`src/rtl/z80_io_bridge.sv`:
```
// z80_io_bridge: synchronous Z80 I/O front end that decodes port hits, strobes writes and drives read-back data.
// IORQ/M1/RD/WR are synchronised; A_L/D_IN are sampled only after the settle count has run.
module z80_io_bridge #(
    parameter logic [7:0]  BASE_ADDR     = 8'h10,
    parameter logic [7:0]  ADDR_MASK     = 8'hFC,
    parameter int unsigned SYNC_STAGES   = 2,
    parameter int unsigned SETTLE_CYCLES = 2
) (
    input  logic       CLK_24MHz,
    input  logic       RES,
    input  logic       IORQ,
    input  logic       M1,
    input  logic       RD,
    input  logic       WR,
    input  logic [7:0] A_L,
    input  logic [7:0] D_IN,
    output logic [7:0] D_OUT,
    output logic       D_OE,
    output logic       wr_stb,
    output logic [1:0] wr_port,
    output logic [7:0] wr_data,
    output logic [1:0] rd_port,
    input  logic [7:0] rd_data,
    output logic       busy
);
    typedef enum logic [2:0] {IDLE, W_SETTLE, W_HOLD, R_SETTLE, R_DRIVE} state_t;

    localparam logic [2:0] SETTLE = 3'(SETTLE_CYCLES);

    logic [SYNC_STAGES-1:0][3:0] sync_q;
    state_t                      state_q;
    logic [2:0]                  cnt_q;
    logic                        wr_stb_q;
    logic                        d_oe_q;
    logic [1:0]                  wr_port_q;
    logic [7:0]                  wr_data_q;
    logic [1:0]                  rd_port_q;
    logic                        iorq_s, m1_s, rd_s, wr_s;
    logic                        hit, wq, rq, done;
    logic [2:0]                  cnt_inc;

    // Stage 0 is the newest sample; the oldest stage feeds the decode.
    always_ff @(posedge CLK_24MHz or negedge RES)
        if (!RES) sync_q <= '1;
        else      sync_q <= {sync_q[SYNC_STAGES-2:0], IORQ, M1, RD, WR};

    assign {iorq_s, m1_s, rd_s, wr_s} = sync_q[SYNC_STAGES-1];
    assign hit     = (A_L & ADDR_MASK) == (BASE_ADDR & ADDR_MASK);
    assign wq      = ~iorq_s & ~wr_s & m1_s & hit;
    assign rq      = ~iorq_s & ~rd_s & m1_s & hit;
    assign done    = cnt_q == SETTLE;
    assign cnt_inc = cnt_q + {2'b00, cnt_q != 3'd7};

    always_ff @(posedge CLK_24MHz or negedge RES) begin
        if (!RES) begin
            state_q   <= IDLE;
            cnt_q     <= '0;
            wr_stb_q  <= 1'b0;
            d_oe_q    <= 1'b0;
            wr_port_q <= '0;
            wr_data_q <= '0;
            rd_port_q <= '0;
        end else begin
            wr_stb_q <= 1'b0;
            case (state_q)
                IDLE: begin
                    if (wq) begin
                        state_q <= W_SETTLE;
                        cnt_q   <= 3'd1;
                    end else if (rq) begin
                        state_q <= R_SETTLE;
                        cnt_q   <= 3'd1;
                    end
                end
                W_SETTLE: begin
                    if (!wq) state_q <= IDLE;
                    else if (done) begin
                        wr_stb_q  <= 1'b1;
                        wr_port_q <= A_L[1:0];
                        wr_data_q <= D_IN;
                        state_q   <= W_HOLD;
                    end else cnt_q <= cnt_inc;
                end
                W_HOLD: if (iorq_s && wr_s) state_q <= IDLE;
                R_SETTLE: begin
                    if (!rq) state_q <= IDLE;
                    else if (done) begin
                        rd_port_q <= A_L[1:0];
                        d_oe_q    <= 1'b1;
                        state_q   <= R_DRIVE;
                    end else cnt_q <= cnt_inc;
                end
                R_DRIVE: begin
                    if (iorq_s || rd_s) begin
                        d_oe_q  <= 1'b0;
                        state_q <= IDLE;
                    end
                end
                default: begin
                    d_oe_q  <= 1'b0;
                    state_q <= IDLE;
                end
            endcase
        end
    end

    assign wr_stb  = wr_stb_q;
    assign wr_port = wr_port_q;
    assign wr_data = wr_data_q;
    assign rd_port = rd_port_q;
    assign D_OE    = d_oe_q;
    assign D_OUT   = d_oe_q ? rd_data : 8'h00;
    assign busy    = state_q != IDLE;
endmodule

```
`config.mk`:
```
export PLATFORM = sky130hd
export DESIGN_NAME = z80_io_bridge
export DESIGN_NICKNAME = d
export VERILOG_FILES = /design/src/rtl/z80_io_bridge.sv
export SDC_FILE = /design/constraint.sdc
export NUM_CORES = 1
export LEC_CHECK = 0
export CAP_MARGIN = 20
export CORE_MARGIN = 2
export CORE_UTILIZATION = 38
export CTS_CLUSTER_SIZE = 10
export DETAILED_ROUTE_END_ITERATION = 12
export PLACE_DENSITY = 0.71
export SYNTH_ARGS = -nofsm -noshare
export SYNTH_HDL_FRONTEND = slang
export SYNTH_SLANG_ARGS = --single-unit
```
`constraint.sdc`:
```
create_clock -name CLK_24MHz -period 1.85 [get_ports CLK_24MHz]
set_input_delay 0.37 -clock CLK_24MHz [delete_from_list [all_inputs] [get_ports CLK_24MHz]]
set_output_delay 0.37 -clock CLK_24MHz [all_outputs]
set_load 0.01 [all_outputs]
```
# Yosys cells after proc, flatten, opt, wreduce, memory -nomap -nowiden
# Cells that the tools add are included.
# op_classes
add_sub_neg,1
eq_ne,15
n_mux,23
n_bitwise,10
reduce_logical,11
# op_table
cell,count
$mux 3,13
$pmux 3 s5,1
$ne 3x3->1 const B,4
$ne 2x2->1 const B,5
$eq 3x2->1 const B,3
$pmux 3 s3,1
$mux 8,1
$reduce_and 4->1,2
$and 1x1->1,6
$eq 6x3->1 const B,1
$mux 1,6
$reduce_and 3->1,2
$reduce_bool 3->1,2
$reduce_and 5->1,1
$not 1->1,4
$add 3x1->3,1
$eq 3x1->1 const B,1
$eq 3x3->1 const B,1
$logic_not 3->1,1
$pmux 1 s3,1
$reduce_or 3->1,1
$logic_and 1x1->1,1
$logic_or 1x1->1,1
# word_totals
regBits,28
inputBits,30
out_inout_bits,23

# Logic depth before layout (Yosys ltp)
# logic_depth
depth_word,7
depth_mapped,6
ltp_nobuf,6

# Least setup slack after synthesis
# No wires, ideal clock.
# synth_timing
path_type,flip-flop to flip-flop
start,register sync_q[4] (netlist name)
end,register state_q[1]
setup_time_ns,0.125
arrival_time_ns,1.744
required_ns,1.725
slack_ns,-0.019
path_stages_with_launch,6
n_path_buf,1
period_less_slack_ns,1.869
cell_sequence,dfstp_2 -> clkbuf_2 -> mux2_2 -> or4b_1 -> o221ai_1 -> mux2_2
# synth_via
elab_chain_len,6
word_cells_on_any_way,12
classes_between,3 x eq/ne; 3 x mux; 4 x bitwise; 2 x reduce/logical
# synth_rtl
element,line,source
start: declaration,30,logic [SYNC_STAGES-1:0][3:0] sync_q;
start signal: assignment,45,"else sync_q <= {sync_q[SYNC_STAGES-2:0], IORQ, M1, RD, WR};"
$not 1->1,49,assign wq = ~iorq_s & ~wr_s & m1_s & hit;
$and 1x1->1 (3 in a row),49,
"$ne 3x3->1 (no source line), or another cell as far along",n/a,
$reduce_and 5->1 (no source line) / $pmux 3 s5 (equally long branches),n/a,
end signal: assignment,56,state_q <= IDLE;
end signal: assignment,68,state_q <= W_SETTLE;
end signal: assignment,71,state_q <= R_SETTLE;
end: declaration,31,state_t state_q;
# Several ways; a longest one is shown, not always the timed one.
# A chain may end at the register's enable or synchronous reset.

# Worst setup path after layout
# layout_timing
start,register state_q[1]
end,register state_q[1]
# layout_via
elab_chain_len,3
word_cells_on_any_way,12
classes_between,9 x eq/ne; 1 x mux; 2 x reduce/logical
# layout_rtl
element,line,source
"$eq 3x2->1, or another cell as far along",65,case (state_q)
$ne 3x3->1 (no source line) / $ne 2x2->1 (equally long branches),n/a,
$reduce_and 5->1 (no source line),n/a,
# Several ways; a longest one is shown, not always the timed one.

==> impl_metrics.yaml <==
critical_path:
  crit_arrival_ns: 2.04
  startpoint: "state_q[1]"
  cpPeakStageDelay_ns: 0.50
  crit_required_ns: 2.08
  worstPathCellList: "mux2_4 -> or4b_4 -> o221ai_2 -> mux2_4"
  r2r_slack_ns: 0.03
  cp_common_cell: "mux2_4"
  path_depth: 4
  crit_path_end_kind: "flip-flop"
  cp-start-kind: "flip-flop"
  critPathKind: "reg2reg"
  r2r_cells: 4
  worst-path-max-fanout: 2
  cp_slowest_cell: "or4b_4"
  timing.rr.start: "state_q[1]"
  path_buf_inv: 0
  crit_family: "multiplexers"
sta:
  rsz0062_at_grt: "true"
  setup_ws_ns: 0.03459
  final-hold-violation-count: 0
  finalClockSkew_ns: 0.001737
  holdWs_ns: 0.3673
  period_share_pct: 98.13
  finalMaxSlewViolations: 0
  slew_headroom_pct: 73.07
  max_freq_mhz: 550.8
  post-route-min-period_ns: 1.815
  setup_violations: 0
  tightest_slew_ns: 0.4002
  finalSetupTns_ns: 0
yosys:
  synth_flop_cell: "dfrtp_1"
  synthCells: 106
  synth_largest_area_cell: "dfrtp_1"
  yosysWarnings: 0
  yosys_register_bits: 28
  synthArstFlopShare_pct: 100.0
  synth_edf_count: 0
  avgSynthCellArea_um2: 12.63
  synth_area_mm2: 0.001339
  synth_top_area_share_pct: 37.38
  ys_seq_area_share_pct: 53.08
  synth_cell_types: 37
  synthesis.nets: 138
  synth_area_leaders: "dfrtp_1, dfstp_2, mux2_2"
floorplanning:
  die_area_mm2: 0.004014
  initial_utilization_pct: 39.81
  die_h_um: 63.36
  fp.dieW_um: 63.36
  io_pins: 53
  core_area_mm2: 0.003363
  row_count: 21
placed_design:
  dp_hpwl_mm: 2.242
  io_buffers: 52
  dpl_cell_area_mm2: 0.002009
  place.gp.congestion: 0.8616
  pre_cts_slack_ns: -0.4817
run:
  maxCapViolations: 0
cts:
  cts_buffers: 3
  clk_latency_ns: 0.32
  cts_hold_buffers: 0
  clockBufferDepth: 2
  clkTransAtPathRegs_ns: 0.15
  clock_sinks: 28
  cts_tree: "done"
  htree_levels: 1
  cts_root_buffer: "clkbuf_4"
route:
  drt_iter0_drc: 17
  drc: 0
  drtPass1Iterations: 4
  via_per_inst: 4.974
  ant_nets: 0
  vias: 1129
  routed_wl_mm: 3.189
  wl_per_cell_um: 14.05
global_routing:
  grt_pass1_wl_mm: 5.078
  grt_pass1_vias: 1094
  grt_overflow: 0
  grt_max_degree: 29
  antenna_found_initial: 0
  gr-usage-all-layers_pct: 15.83
finish:
  layout-drive-gt1-share_pct: 36.46
  area_growth_pct: 65.42
  antenna_cells: 0
  fin_area_mm2: 0.002215
  layout_commonest_cell: "clkdlybuf4s50_1"
  fin_nets: 214
  fill_cells: 269
  most-common-layout-cells: "clkdlybuf4s50_1, buf_4, dfrtp_1"
power:
  p_leak_nw: 1.123
  total_power_mw: 1.467
  powerDensity_mw_per_mm2: 662.5
  ir_worst_vdd_uv: 397.7
min_path:
  worstHoldStart: "sync_q[1]"
  holdPathStages: 0
  hold_path.class: "reg2reg"
status:
  status: "finished clean"
state kept, by name (all words and copies together) (netlist names):
name,count
wr_data,8
D_OE,1
rd_s,1
rd_port,2
iorq_s,1
sync_q,5
wr_port,2
state_q,3
m1_s,1
cnt_q,3
wr_stb,1
metal layers:
layer	wire (µm)	GRT usage [%]	share of wire, %	up-vias
li1	-	-	-	541
met1	1379	19.47	43	542
met4	15	4.076	0.47	0
met5	0	0	0	-
met2	1544	28.03	48	44
met3	249	3.393	7.8	2
Yosys cell counts (3+ instances only):
library cell and n:
a21oi_1 3, nor2b_1 3, and2_1 8, dfstp_2 8
nor2_1 3, mux2_2 15, nand2_1 6, dfrtp_1 20
kinds of logic (layout without fill, tap and decap cells):
logic type	Yosys count	in the layout	share of synthesized area [%]
flops	28	28	53.08
fa+ha+maj	2	2	1.869
mux	17	17	14.11
compound gates	13	13	7.198
simple gates	40	40	21.68
buf+inv	6	81	2.056
through the flow:
| stage | instances | util, % |
|---|---|---|
| 6_report | 227 | 65.85 |
| 2_1_floorplan | 106 | - |
| 3_5_place_dp | 215 | 59.75 |
| 3_3_place_gp | 215 | 59.75 |
| 5_1_grt | 227 | 65.85 |
| 4_1_cts | 221 | 62.69 |
worst paths after layout:
path	to
max in group asynchronous	m1_s
worst max register to register	state_q[1]
min in group asynchronous	wr_data[7]
worst min register to register	rd_s
worst min-delay path	rd_s
worst max-delay path	state_q[1]
timing repair:
action | 4_1_cts | 5_1_grt
endpoints found under the setup margin | 24 | 22
buffers inserted | 1 | 6
pin swaps | 4 | 4
gates resized for setup | 14 | 19
cloned | 1 | 0
hold endpoints to repair | 0 | 0
final cells by class:
type	instances	area, µm²	area share (%)
clock buffers	3	22.52	1.017
clock inverters	1	30.03	1.356
inverters	2	7.507	0.3390
multi-input cells	72	658.1	29.72
flip-flops and latches	28	714.4	32.26
well taps	46	57.56	2.599
repair buffers	75	724.4	32.71
power by group:
group	internal, mW	switching, mW	leakage, nW
sequential	0.647	0.0228	0.351
combinational	0.228	0.170	0.744
clock	0.219	0.180	0.0279
Power figures use the tool's default switching activity.
